File: config.mk
export PLATFORM = sky130hd
export DESIGN_NAME = pwm_counter
export DESIGN_NICKNAME = d
export VERILOG_FILES = /design/src/rtl/pwm_pkg.sv /design/src/rtl/pwm_prescaler.sv /design/src/rtl/pwm_counter.sv
export SDC_FILE = /design/constraint.sdc
export NUM_CORES = 1
export LEC_CHECK = 0
export BUFFER_PORTS_ARGS = -buffer_cell sky130_fd_sc_hd__buf_4
export CORE_ASPECT_RATIO = 1.2
export CORE_MARGIN = 5
export CORE_UTILIZATION = 45
export CTS_CLUSTER_SIZE = 12
export DETAILED_ROUTE_END_ITERATION = 6
export PLACE_DENSITY = 0.66
export SYNTH_ARGS = -nofsm -noshare
export SYNTH_HDL_FRONTEND = slang
export SYNTH_SLANG_ARGS = --single-unit
export TNS_END_PERCENT = 30
File: constraint.sdc
create_clock -name clk -period 3.9 [get_ports clk]
set_clock_uncertainty 0.05 [all_clocks]
set_input_delay 0.39 -clock clk [delete_from_list [all_inputs] [get_ports clk]]
set_output_delay 0.39 -clock clk [all_outputs]
set_load 0.02 [all_outputs]
File: src/rtl/pwm_pkg.sv
// Shared definitions for the PWM timebase and comparator blocks.
package pwm_pkg;

    localparam logic DIR_UP   = 1'b1;
    localparam logic DIR_DOWN = 1'b0;

    localparam int DEF_WIDTH     = 16;
    localparam int DEF_PSC_WIDTH = 8;

    // Output alignment codes interpreted by pwm_gen
    localparam logic [1:0] FUNCTION_ALIGN_LEFT    = 2'b00;
    localparam logic [1:0] FUNCTION_ALIGN_RIGHT   = 2'b01;
    localparam logic [1:0] FUNCTION_RANGE_BETWEEN = 2'b10;

endpackage

File: src/rtl/pwm_prescaler.sv
// Clock divider for the PWM timebase: one-cycle tick every prescale_a+1 enabled clocks.
module pwm_prescaler
    import pwm_pkg::*;
#(
    parameter int PSC_WIDTH = DEF_PSC_WIDTH
) (
    input  logic                 clk,
    input  logic                 rst_n,
    input  logic                 en,
    input  logic                 clear,
    input  logic [PSC_WIDTH-1:0] prescale_a,
    output logic                 tick
);

    logic [PSC_WIDTH-1:0] cnt;

    // >= rather than == so a count left above a smaller reloaded prescale_a
    // still terminates instead of running through the full range.
    assign tick = en && !clear && (cnt >= prescale_a);

    always_ff @(posedge clk or negedge rst_n) begin
        if (!rst_n) begin
            cnt <= '0;
        end else if (clear || tick) begin
            cnt <= '0;
        end else if (en) begin
            cnt <= cnt + PSC_WIDTH'(1);
        end
    end

endmodule

File: src/rtl/pwm_counter.sv
// PWM timebase: double-buffered period/prescale/direction, up or down count, period_end pulse.
module pwm_counter
    import pwm_pkg::*;
#(
    parameter int WIDTH     = DEF_WIDTH,
    parameter int PSC_WIDTH = DEF_PSC_WIDTH
) (
    input  logic                 clk,
    input  logic                 rst_n,
    input  logic                 en,
    input  logic                 count_reset,
    input  logic [WIDTH-1:0]     period,
    input  logic [PSC_WIDTH-1:0] prescale,
    input  logic                 upnotdown,
    output logic [WIDTH-1:0]     count_val,
    output logic                 period_end
);

    logic [WIDTH-1:0]     period_a;
    logic [PSC_WIDTH-1:0] prescale_a;
    logic                 dir_a;
    logic                 tick;
    logic                 wrap;
    logic                 shadow_load;
    logic                 degenerate;
    logic [WIDTH-1:0]     last_a;
    logic [WIDTH-1:0]     start_val;

    pwm_prescaler #(.PSC_WIDTH(PSC_WIDTH)) u_psc (
        .clk        (clk),
        .rst_n      (rst_n),
        .en         (en),
        .clear      (count_reset),
        .prescale_a (prescale_a),
        .tick       (tick)
    );

    assign degenerate = (period_a <= WIDTH'(1));
    assign last_a     = degenerate ? '0 : period_a - WIDTH'(1);

    // First value of a period comes from the inputs, since the shadows load
    // on the same edge; restart and wrap share it.
    always_comb begin
        start_val = '0;
        if (upnotdown == DIR_DOWN && period > WIDTH'(1))
            start_val = period - WIDTH'(1);
    end

    always_comb begin
        wrap = 1'b1;
        if (!degenerate) begin
            if (dir_a == DIR_UP)
                wrap = (count_val >= last_a);
            else
                wrap = (count_val == '0) || (count_val > last_a);
        end
    end

    assign shadow_load = !en || count_reset || (tick && wrap);

    always_ff @(posedge clk or negedge rst_n) begin
        if (!rst_n) begin
            period_a   <= '0;
            prescale_a <= '0;
            dir_a      <= DIR_UP;
        end else if (shadow_load) begin
            period_a   <= period;
            prescale_a <= prescale;
            dir_a      <= upnotdown;
        end
    end

    always_ff @(posedge clk or negedge rst_n) begin
        if (!rst_n) begin
            count_val  <= '0;
            period_end <= 1'b0;
        end else if (count_reset) begin
            count_val  <= start_val;
            period_end <= 1'b1;
        end else if (tick) begin
            period_end <= wrap;
            if (wrap)
                count_val <= start_val;
            else if (dir_a == DIR_UP)
                count_val <= count_val + WIDTH'(1);
            else
                count_val <= count_val - WIDTH'(1);
        end else begin
            period_end <= 1'b0;
        end
    end

endmodule

==> metrics.md, run 1 <==
| Metric | Value |
|---|---|
| Status | finished, final reports clean |
| Synthesis-stage register bit count | 50 |
| RSZ-0062 raised after global routing | true |
| Most common cell after layout, fill and taps aside | buf_4 |
| Worst hold path class | primary input to async pin |
| Netlist cell types | 60 |
| Initial drt markers | just over 200 |
| Area share of the largest cell type after synthesis | a little under a third |
| Lkg Pwr | 2.336 nW |
| Synth Net Count | 532 |
| Die H | roughly 110 µm |
| CP max stage delay | between 0.4 and 0.5 ns |
| Worst Setup End Kind | register |
| Largest net degree at the start of global routing | 51 |
| Top Family by Delay on Critical Path | simple AND/OR/NAND/NOR gates |
| Clock H-tree levels | 2 |
| TritonCTS clock tree | yes |
| Async SR Flop Fraction | between 90% and 100% |
| Placeable core region | 0.008657 mm² |
| Max-cap violations | 0 |
| Slew Viols, Final | 0 |
| Initial antenna violation count | 0 |
| Fin. Hold Viols | 0 |
| Sequential share of the synthesized area | 31.02% |
| Top_reg_cell synth | dfrtp_1 |
| Area contributors post-synth | dfrtp_1 30%, ha_1 13%, nand2_1 4.8%, nor2_1 4.4%, xor2_1 4.1% |
| Routed wire length | around 11,000 µm |
| GRT Util Overall | about a fifth |
| Routed wire per std cell | roughly 17 µm |
| Worst setup path class | register to register |
| Cells along the critical path | nor4_4, nor2b_4, nand2_1, or2_4, nor4_2, xor2_1, nand2_1, ha_1, nand4_1, nor4b_2, o2111ai_1, o211ai_1, a21oi_4, o21ai_4, buf_12, mux2_2 |
| Final setup violating endpoints | 0 |
| Final cell count without fillers | 645 |
| Top Ports | 46 |
| Fraction of layout cells with a size suffix above 1 | about 26% |
| Post-cts hold buffer count | 0 |
| WP data required | 4.05 ns |
| Slew @ Worst Pin | between 0.7 and 0.8 ns |
| Final core utilization | 57.96% |
| Number of CTS-inserted buffers | 5 |
| CP Depth | 16 |
| Startpoint type of the worst setup path | register |
| Part of the cycle the worst path needs | 99.56% |
| Clk sink count | 50 |
| Achievable Freq | approximately 0.26 GHz |
| Most frequent cells in the layout | 66 x buf_4, 49 x dfrtp_1, 47 x nor2_1 |
| Most common cell on crit path | nand2_1 |
| Min Hold Slack | around 0.013 ns |
| Area Overhead vs Synth | 24.26% |
| Total grt overflow | 0 |
| CP max-delay cell | dfrtp_1 |
| Skew-Pair Late Insertion Delay | 0.32 ns |
| Placed Cells | between 600 and 700 |
| Final net count | 600 |
| Std-Cell Rows | 37 |
| Number of flops mapped to enable cells by yosys | 0 |
| CTS Buffer Depth | 2 |
| CP arrival | around 4 ns |
| Initial Util | between 40 and 50% |
| Buffers on Ports | 45 |
| First-pass GRT wire length | approximately 18,000 µm |
| ANT nets after route | 0 |
| Post-synthesis cell count | around 460 |
| Clock Pin Slew Worst Setup and Hold Paths | 0.10 ns |
| VDD IR max | between 0.0002 and 0.00025 V |
| Number of inserted diodes | 0 |
| Yosys warns | 0 |
| Router iterations before antenna repair | 4 |
| Routability congestion estimate | 0.8584 |
| CP max FO | 9 |
| Post-route DRC | 0 |
| Via count | approximately 3,600 |
| Register-to-Register Path Depth | 16 |
| Die ar. | ~0.011 mm² |
| Die width | slightly below 100 µm |
| Via count of the first global-routing pass | between 3,000 and 4,000 |
| Post-route minimum period | 3.883 ns |
| Power Dens Cells | about 600 mW/mm² |
| Synthesized area | between 0.004 and 0.005 mm² |
| Synthesized area per cell | between 8 and 9 µm² |
| Routed vias/inst | ~5.6 |
| WP buf/inv | 1 |
| DP HPWL | about 8200 µm |
| Worst slew margin | between 50% and 60% |
| Area leader, netlist | dfrtp_1 |
| CTS Root Cell | clkbuf_8 |
-- sequential cells by signal, summed over array words and instances, names as in the netlist --
name and cells:
prescale_a 8, period_end 1, period_a 16, count_val 16, dir_a 1, u_psc.cnt 8
-- area by class of cell --
| type | instances | area (µm²) |
|---|---|---|
| clock inverter | 3 | 43.79 |
| timing repair buffer | 74 | 625.6 |
| sequential | 50 | 1252 |
| clock buffer | 5 | 68.82 |
| tap | 117 | 146.4 |
| multi-input combinational | 377 | 2809 |
| inverter | 19 | 71.32 |
| fill | 777 | 3640 |
-- worst register-to-register path, cell delays in order (launching register included) --
cell       delay, ns
dfrtp_1         0.42
nor4_4          0.30
nor2b_4         0.20
nand2_1         0.08
or2_4           0.26
nor4_2          0.19
xor2_1          0.19
nand2_1         0.07
ha_1            0.30
nand4_1         0.15
nor4b_2         0.32
o2111ai_1       0.16
o211ai_1        0.16
a21oi_4         0.14
o21ai_4         0.26
buf_12          0.18
mux2_2          0.35
-- kinds of logic (layout without fill, tap and decap cells) --
kind of cell               after synthesis  count (layout)  synth area share, %
AOI/OAI and AO/OA                       99              99                16.46
DFF                                     50              50                31.02
adders and majority gates               44              44                13.82
and+or+nand+nor                        182             182                21.88
muxes                                   16              16                5.361
buffers and inverters                   32             101                3.657
xor gates and xnor gates                36              36                7.809
-- report_power, final --
part	internal, W	switching [W]	leakage, nW
combinational	0.000811	0.000959	1.67
sequential	0.000644	0.000192	0.609
clock	0.000193	0.000196	0.0585
total	0.00165	0.00135	2.34
-- metal layers --
layer,wire (µm),track usage (%),vias to the layer above
met5,0,0,-
met4,344,7.109,0
met3,462,2.704,23
met2,5504,35.45,79
met1,4573,26.06,1728
li1,-,-,1801
-- synth_stat cells (5+ instances only) --
cell / instances
o211ai_1: 5
o21ai_0: 28
mux2_2: 5
nor4_1: 10
nor2_1: 47
nor3_1: 17
inv_1: 19
nand4_1: 5
xnor2_1: 17
a21o_1: 7
xor2_1: 19
mux2_4: 10
ha_1: 43
a21oi_1: 15
buf_2: 6
nand3_1: 14
dfrtp_1: 49
or3_1: 7
nand2_1: 52
a211oi_1: 9
-- final timing paths --
path	start	end	slack [ns]
worst max-delay path	period_a[2]	period_a[2]	0.02
max in group asynchronous	rst_n	count_val[12]	3.32
worst min register to register	prescale_a[0]	prescale_a[0]	0.48
min in group clk	prescale[6]	prescale_a[6]	0.22
worst max register to register	period_a[2]	period_a[2]	0.02
worst min-delay path	rst_n	count_val[11]	0.01
-- repair_timing --
action | 4_1_cts | 5_1_grt
resized for setup | 2 | 46
pin swaps | 1 | 14
endpoints found under the setup margin | 22 | 40
setup buffers | 0 | 3
gates cloned | 0 | 3
-- stage by stage --
stage | area [µm²] | power, W | setup WS [ns] | setup TNS [ns]
after floorplan | 4040 | 0.001958 | 0.05425 | 0
after global placement | 4633 | 0.002467 | 0.05578 | 0
after detailed placement | 4633 | 0.002498 | -0.06158 | -0.1464
after CTS | 4758 | 0.002898 | 0.03620 | 0
after global routing | 5017 | 0.003247 | -0.1764 | -3.463
final | 5017 | 0.002994 | 0.01721 | 0
Note: power is estimated with default switching activity, not from simulation.
==> run 2, diff against run 1 <==
- RECOVER_POWER: unset -> 100
- REMOVE_ABC_BUFFERS: unset -> 1
==> run 2 against run 1 <==
Compared with the run above: the flow now finishes with violations (capacitance limit, slew limit, setup timing); sequential share of layout area increased by 0.62 points; via count is 1.8% lower; final cell count fell by 0.16%; critical endpoint is now period_a[3]; highest routed layer unchanged.
==> metrics.md, run 2 (synthesized netlist as in run 1, its figures left out) <==
| Metric | Value |
|---|---|
| Status | finished, violations left |
| Failing checks | capacitance limit, slew limit, setup timing |
| CTS Root Cell | clkbuf_8 |
| VDD IR max | between 0.0002 and 0.00025 V |
| Part of the cycle the worst path needs | 100.4% |
| Placed cell area | around 0.0046 mm² |
| Power Dens Cells | ~600 mW/mm² |
| First-pass GRT wire length | around 17,000 µm |
| Clk sink count | 50 |
| Via count | ~3,600 |
| Design area | roughly 0.0049 mm² |
| Largest regs | count_val: 16 flops, period_a: 16 flops |
| GRT Util Overall | a little under 20% |
| TritonCTS clock tree | yes |
| Slew Viols, Final | between 50 and 60 |
| Max-cap violations | 1 |
| Clock Pin Slew Worst Setup and Hold Paths | 0.10 ns |
| ANT nets after route | 0 |
| Skew-Pair Late Insertion Delay | 0.31 ns |
| Router iterations before antenna repair | 4 |
| Number of inserted diodes | 0 |
| Initial drt markers | 187 |
| DP HPWL | 8062 µm |
| CP arrival | between 4 and 5 ns |
| Routed wire per std cell | about 17 µm |
| Clock Power Share | 13.0% |
| Worst hold path class | primary input to register |
| Hold Startpoint | prescale[4] |
| Flop pwr share | between 20 and 30% |
| Net Sw Frac | 45.60% |
| Worst slew margin | -80.81% |
| CP max FO | 12 |
| Power Internal | 0.001601 W |
| Final net count | roughly 600 |
| Fin. Hold Viols | 0 |
| Beginning of the worst register-to-register path | period_a[11] |
| Fraction of layout cells with a size suffix above 1 | 19.92% |
| Number of CTS-inserted buffers | 5 |
| Worst Setup End Kind | register |
| Post-route minimum period | between 3 and 4 ns |
| WP data required | 4.05 ns |
| Post-cts hold buffer count | 0 |
| Achievable Freq | 0.2553 GHz |
| Worst Hold End | prescale_a[4] |
| Slew @ Worst Pin | 2.712 ns |
| Top Ports | 46 |
| Final setup violating endpoints | 5 |
| Initial Util | between 40% and 50% |
| Routed vias/inst | roughly 5.5 |
| RSZ-0062 raised after global routing | true |
| Worst setup margin | -0.01668 ns |
| Initial antenna violation count | 0 |
| Via count of the first global-routing pass | 3,608 |
| Setup TNS | -0.05159 ns |
| Register-to-Register Path Depth | 13 |
| Post-route DRC | 0 |
| Die H | about 110 µm |
| Largest net degree at the start of global routing | between 50 and 60 |
| Total grt overflow | 0 |
| Std-Cell Rows | 37 |
| Placeable core region | approximately 0.0087 mm² |
| Clock H-tree levels | 2 |
| Startpoint type of the worst setup path | register |
| Switch Pwr | roughly 0.0013 W |
| Lkg Pwr | roughly 2.3 nW |
| Most common cell after layout, fill and taps aside | nand2_1 |
| Die ar. | about 0.011 mm² |
| Reg2Reg Capture Point | period_a[3] |
| Worst setup path class | register to register |
| Buffers on Ports | 45 |
| Combinational power share | about three fifths |
| Routed wire length | between 10,000 and 15,000 µm |
| Worst reg2reg setup slack | -0.02 ns |
| Die width | roughly 96 µm |
| Most frequent cells in the layout | 50 x nand2_1, 49 x dfrtp_1, 49 x buf_4 |
| Area Overhead vs Synth | 21.26% |
| Hold path depth | 3 |
| CTS Buffer Depth | 2 |
| Critical Path Start | period_a[11] |
| Routability congestion estimate | 0.8616 |
run 2: cell count changes in the layout (fill, tap and decap cells not counted), sizes merged:
| cell | before | now |
|---|---|---|
| buf | 72 | 54 |
| clkbuf | 7 | 24 |
run 2: cell type report:
class | count | area (µm²)
Clock inverter | 3 | 47.55
Tap cell | 117 | 146.4
Inverter | 19 | 71.32
Timing Repair Buffer | 73 | 541.8
Fill cell | 817 | 3761
Multi-Input combinational cell | 377 | 2768
Sequential cell | 50 | 1252
Clock buffer | 5 | 68.82
run 2: per-stage QoR:
| stage | power [W] | utilization (%) | setup slack [ns] | cells | hold slack [ns] |
|---|---|---|---|---|---|
| finish | 0.002944 | 56.55 | -0.01668 | 644 | 0.2202 |
| CTS | 0.002914 | 55.14 | 0.01124 | 638 | 0.06721 |
| floorplan | 0.001933 | - | -0.4537 | 446 | 0.04441 |
| detailed placement | 0.002508 | 53.55 | -0.1999 | 630 | 0.4129 |
| global route | 0.003192 | 56.55 | -0.1593 | 644 | 0.2344 |
| global placement | 0.002473 | 53.55 | -0.03249 | 630 | 0.4134 |
run 2: power by group through the flow:
stage          registers (W)  logic (W)  clock network (W)
2_1_floorplan       0.000875    0.00106                  0
3_3_place_gp        0.000839    0.00163                  0
3_5_place_dp        0.000842    0.00167                  0
4_1_cts             0.000834    0.00169           0.000394
5_1_grt             0.000862    0.00191           0.000415
6_report            0.000842    0.00172           0.000384
run 2: worst max-delay path, stage by stage (launching register included):
cell and delay (ns):
dfrtp_1 0.47, or4_1 0.59, or3_4 0.41, xnor2_2 0.17, nand2_2 0.09, ha_4 0.28, nand4_1 0.17, nor4b_4 0.32
o2111ai_1 0.15, o211ai_1 0.16, a21oi_4 0.16, o21ai_4 0.24, buf_12 0.19, mux2_2 0.34
run 2: how the worst max path moves through the flow:
stage | slack [ns] | cells after the start | endpoint
final | -0.02 | 13 | period_a[3]
after floorplan | -0.45 | 15 | period_a[15]
after detailed placement | -0.20 | 17 | count_val[15]
after global routing | -0.16 | 16 | period_a[3]
after CTS | 0.01 | 17 | count_val[15]
after global placement | -0.03 | 17 | count_val[15]
run 2: metal layers:
metal | up-vias | part of all wire, % | wire length (µm) | GRT usage, %
met5 | - | 0 | 0 | 0
met4 | 0 | 2.2 | 240 | 5.893
li1 | 1791 | - | - | -
met2 | 67 | 49 | 5260 | 33.43
met3 | 14 | 3.3 | 353 | 2.243
met1 | 1695 | 45 | 4818 | 26.07
run 2: timing repair:
item,4_1_cts,5_1_grt
gates resized for setup,4,24
setup endpoints to repair,33,41
pin swaps,0,10
cloned,0,1
buffers inserted,0,5
==> run 3, diff against run 2 <==
- RECOVER_POWER: 100 -> 25
- SETUP_SLACK_MARGIN: unset -> 0.02
==> run 3 against run 2 <==
Compared with the run above: the run still ends with capacitance limit, slew limit, setup timing left; combinational power grew 3%; first-iteration DRC count is 7.5% lower; power up 2.1%; largest power group unchanged.
==> metrics.md, run 3 (synthesized netlist as in run 1, its figures left out) <==
| Metric | Value |
|---|---|
| Status | finished, violations left |
| Failing checks | capacitance limit, slew limit, setup timing |
| Worst reg2reg setup slack | -0.01 ns |
| Clock Pin Slew Worst Setup and Hold Paths | 0.10 ns |
| Routed vias/inst | approximately 5.6 |
| Post-route DRC | 0 |
| Die H | 113.8 µm |
| Final net count | 599 |
| Part of the cycle the worst path needs | 100.4% |
| DR top layer | met4 |
| Number of inserted diodes | 0 |
| Design area | around 0.0050 mm² |
| CTS Root Cell | clkbuf_8 |
| CP max-delay cell | or4_1 |
| Routability congestion estimate | between 0.8 and 0.9 |
| Die ar. | about 0.011 mm² |
| Most common cell after layout, fill and taps aside | buf_4 |
| Area Overhead vs Synth | 22.84% |
| Cells along the critical path | or4_1, or3_4, xnor2_2, nand2_2, ha_4, nand4_1, nor4b_4, o2111ai_1, o211ai_1, a21oi_4, o21ai_4, buf_12, mux2_2 |
| Lkg Pwr | approximately 2.3 nW |
| Routed wire length | between 10,000 and 15,000 µm |
| Final setup violating endpoints | 4 |
| Std-Cell Rows | 37 |
| Via count of the first global-routing pass | between 3,000 and 4,000 |
| RSZ-0062 raised after global routing | true |
| Fraction of layout cells with a size suffix above 1 | between 20% and 30% |
| Most frequent cells in the layout | 66 x buf_4, 50 x nand2_1, 49 x dfrtp_1 |
| Top Ports | 46 |
| Buffers on Ports | 45 |
| GRT Util Overall | 19.69% |
| CP max stage delay | 0.59 ns |
| CP arrival | 4.06 ns |
| WP data required | approximately 4.1 ns |
| Worst setup margin | -0.01488 ns |
| Clk sink count | 50 |
| CP max FO | 12 |
| Worst setup path class | register to register |
| First-pass GRT wire length | ~17,000 µm |
| Routed wire per std cell | 16.50 µm |
| ANT nets after route | 0 |
| Initial antenna violation count | 0 |
| Max-cap violations | 1 |
| Startpoint type of the worst setup path | register |
| Worst Setup End Kind | register |
| Total power draw | 0.003005 W |
| Placed cell area | approximately 0.0046 mm² |
| VDD IR max | 0.0002394 V |
| Fin. Hold Viols | 0 |
| CTS Buffer Depth | 2 |
| Min Hold Slack | between 0.2 and 0.25 ns |
| Via count | ~3,600 |
| Hold path depth | 3 |
| Router iterations before antenna repair | 4 |
| Placeable core region | approximately 0.0087 mm² |
| Number of CTS-inserted buffers | 5 |
| DP HPWL | between 8000 and 9000 µm |
| Clock H-tree levels | 2 |
| Met3 Wirelength | around 360 µm |
| Slew @ Worst Pin | approximately 2.7 ns |
| Total grt overflow | 0 |
| Largest net degree at the start of global routing | 51 |
| Worst hold path class | primary input to register |
| Die width | ~96 µm |
| Initial drt markers | between 150 and 200 |
| Slew Viols, Final | 51 |
| Achievable Freq | 0.2554 GHz |
| Worst slew margin | -79.89% |
| TritonCTS clock tree | yes |
| Register-to-Register Path Depth | 13 |
| Routed met1 length | roughly 4800 µm |
| Initial Util | a little under half |
| Metal2 WL | roughly 5200 µm |
| Power Dens Cells | between 600 and 700 mW/mm² |
| Skew-Pair Late Insertion Delay | 0.31 ns |
| Post-route minimum period | 3.915 ns |
| Largest regs | count_val: 16 flops, period_a: 16 flops |
==> run 3: cell count changes in the layout (fill, tap and decap cells not counted), sizes merged <==
cell    delta
clkbuf    -17
buf       +17
==> run 3: layout make-up <==
| cell class | instances | area, µm² |
|---|---|---|
| Clock inverter | 3 | 47.55 |
| Multi-Input combinational cell | 377 | 2768 |
| Fill cell | 790 | 3697 |
| Clock buffer | 5 | 68.82 |
| Tap cell | 117 | 146.4 |
| Timing Repair Buffer | 73 | 605.6 |
| Sequential cell | 50 | 1252 |
| Inverter | 19 | 71.32 |
==> run 3: worst max-delay path: cells and delay by family (launching register included) <==
| family | cells | cell delay [ns] |
|---|---|---|
| compound gates | 4 | 0.71 |
| xor+xnor | 1 | 0.17 |
| fa+ha+maj | 1 | 0.28 |
| buf+inv | 1 | 0.19 |
| flops | 1 | 0.47 |
| mux | 1 | 0.34 |
| simple gates | 5 | 1.58 |
==> run 3: stage by stage <==
stage | instances | setup TNS, ns | utilization, % | worst slack [ns]
after floorplan | 446 | -8.800 | - | -0.4537
after global placement | 630 | -0.1391 | 53.55 | -0.03249
after detailed placement | 630 | -3.971 | 53.55 | -0.1999
after CTS | 638 | 0 | 55.14 | 0.01124
after global routing | 644 | -2.815 | 57.29 | -0.1593
final | 644 | -0.04403 | 57.29 | -0.01488
==> run 3: timing repair <==
item,4_1_cts,5_1_grt
setup endpoints to repair,33,41
pin swaps,0,10
cloned,0,1
gates resized for setup,4,24
setup buffers,0,5
hold buffers,0,0
==> run 3: path summary, 6_finish.rpt <==
kind / startpoint / endpoint
worst max-delay path: period_a[11] / period_a[3]
min in group asynchronous: rst_n / count_val[8]
worst max register to register: period_a[11] / period_a[3]
worst min-delay path: prescale[4] / prescale_a[4]
worst min register to register: prescale_a[0] / prescale_a[0]
max in group asynchronous: rst_n / period_a[7]
==> run 3: where the power goes <==
part / leakage [nW] / switching, W / internal, W
combinational: 1.65 / 0.000953 / 0.000824
sequential: 0.609 / 0.000200 / 0.000644
clock: 0.0587 / 0.000189 / 0.000195
==> run 3: routing by layer <==
metal	vias up	GRT usage (%)
met5	-	0
met3	14	2.243
met2	64	33.43
li1	1794	-
met1	1705	26.07
met4	0	5.893
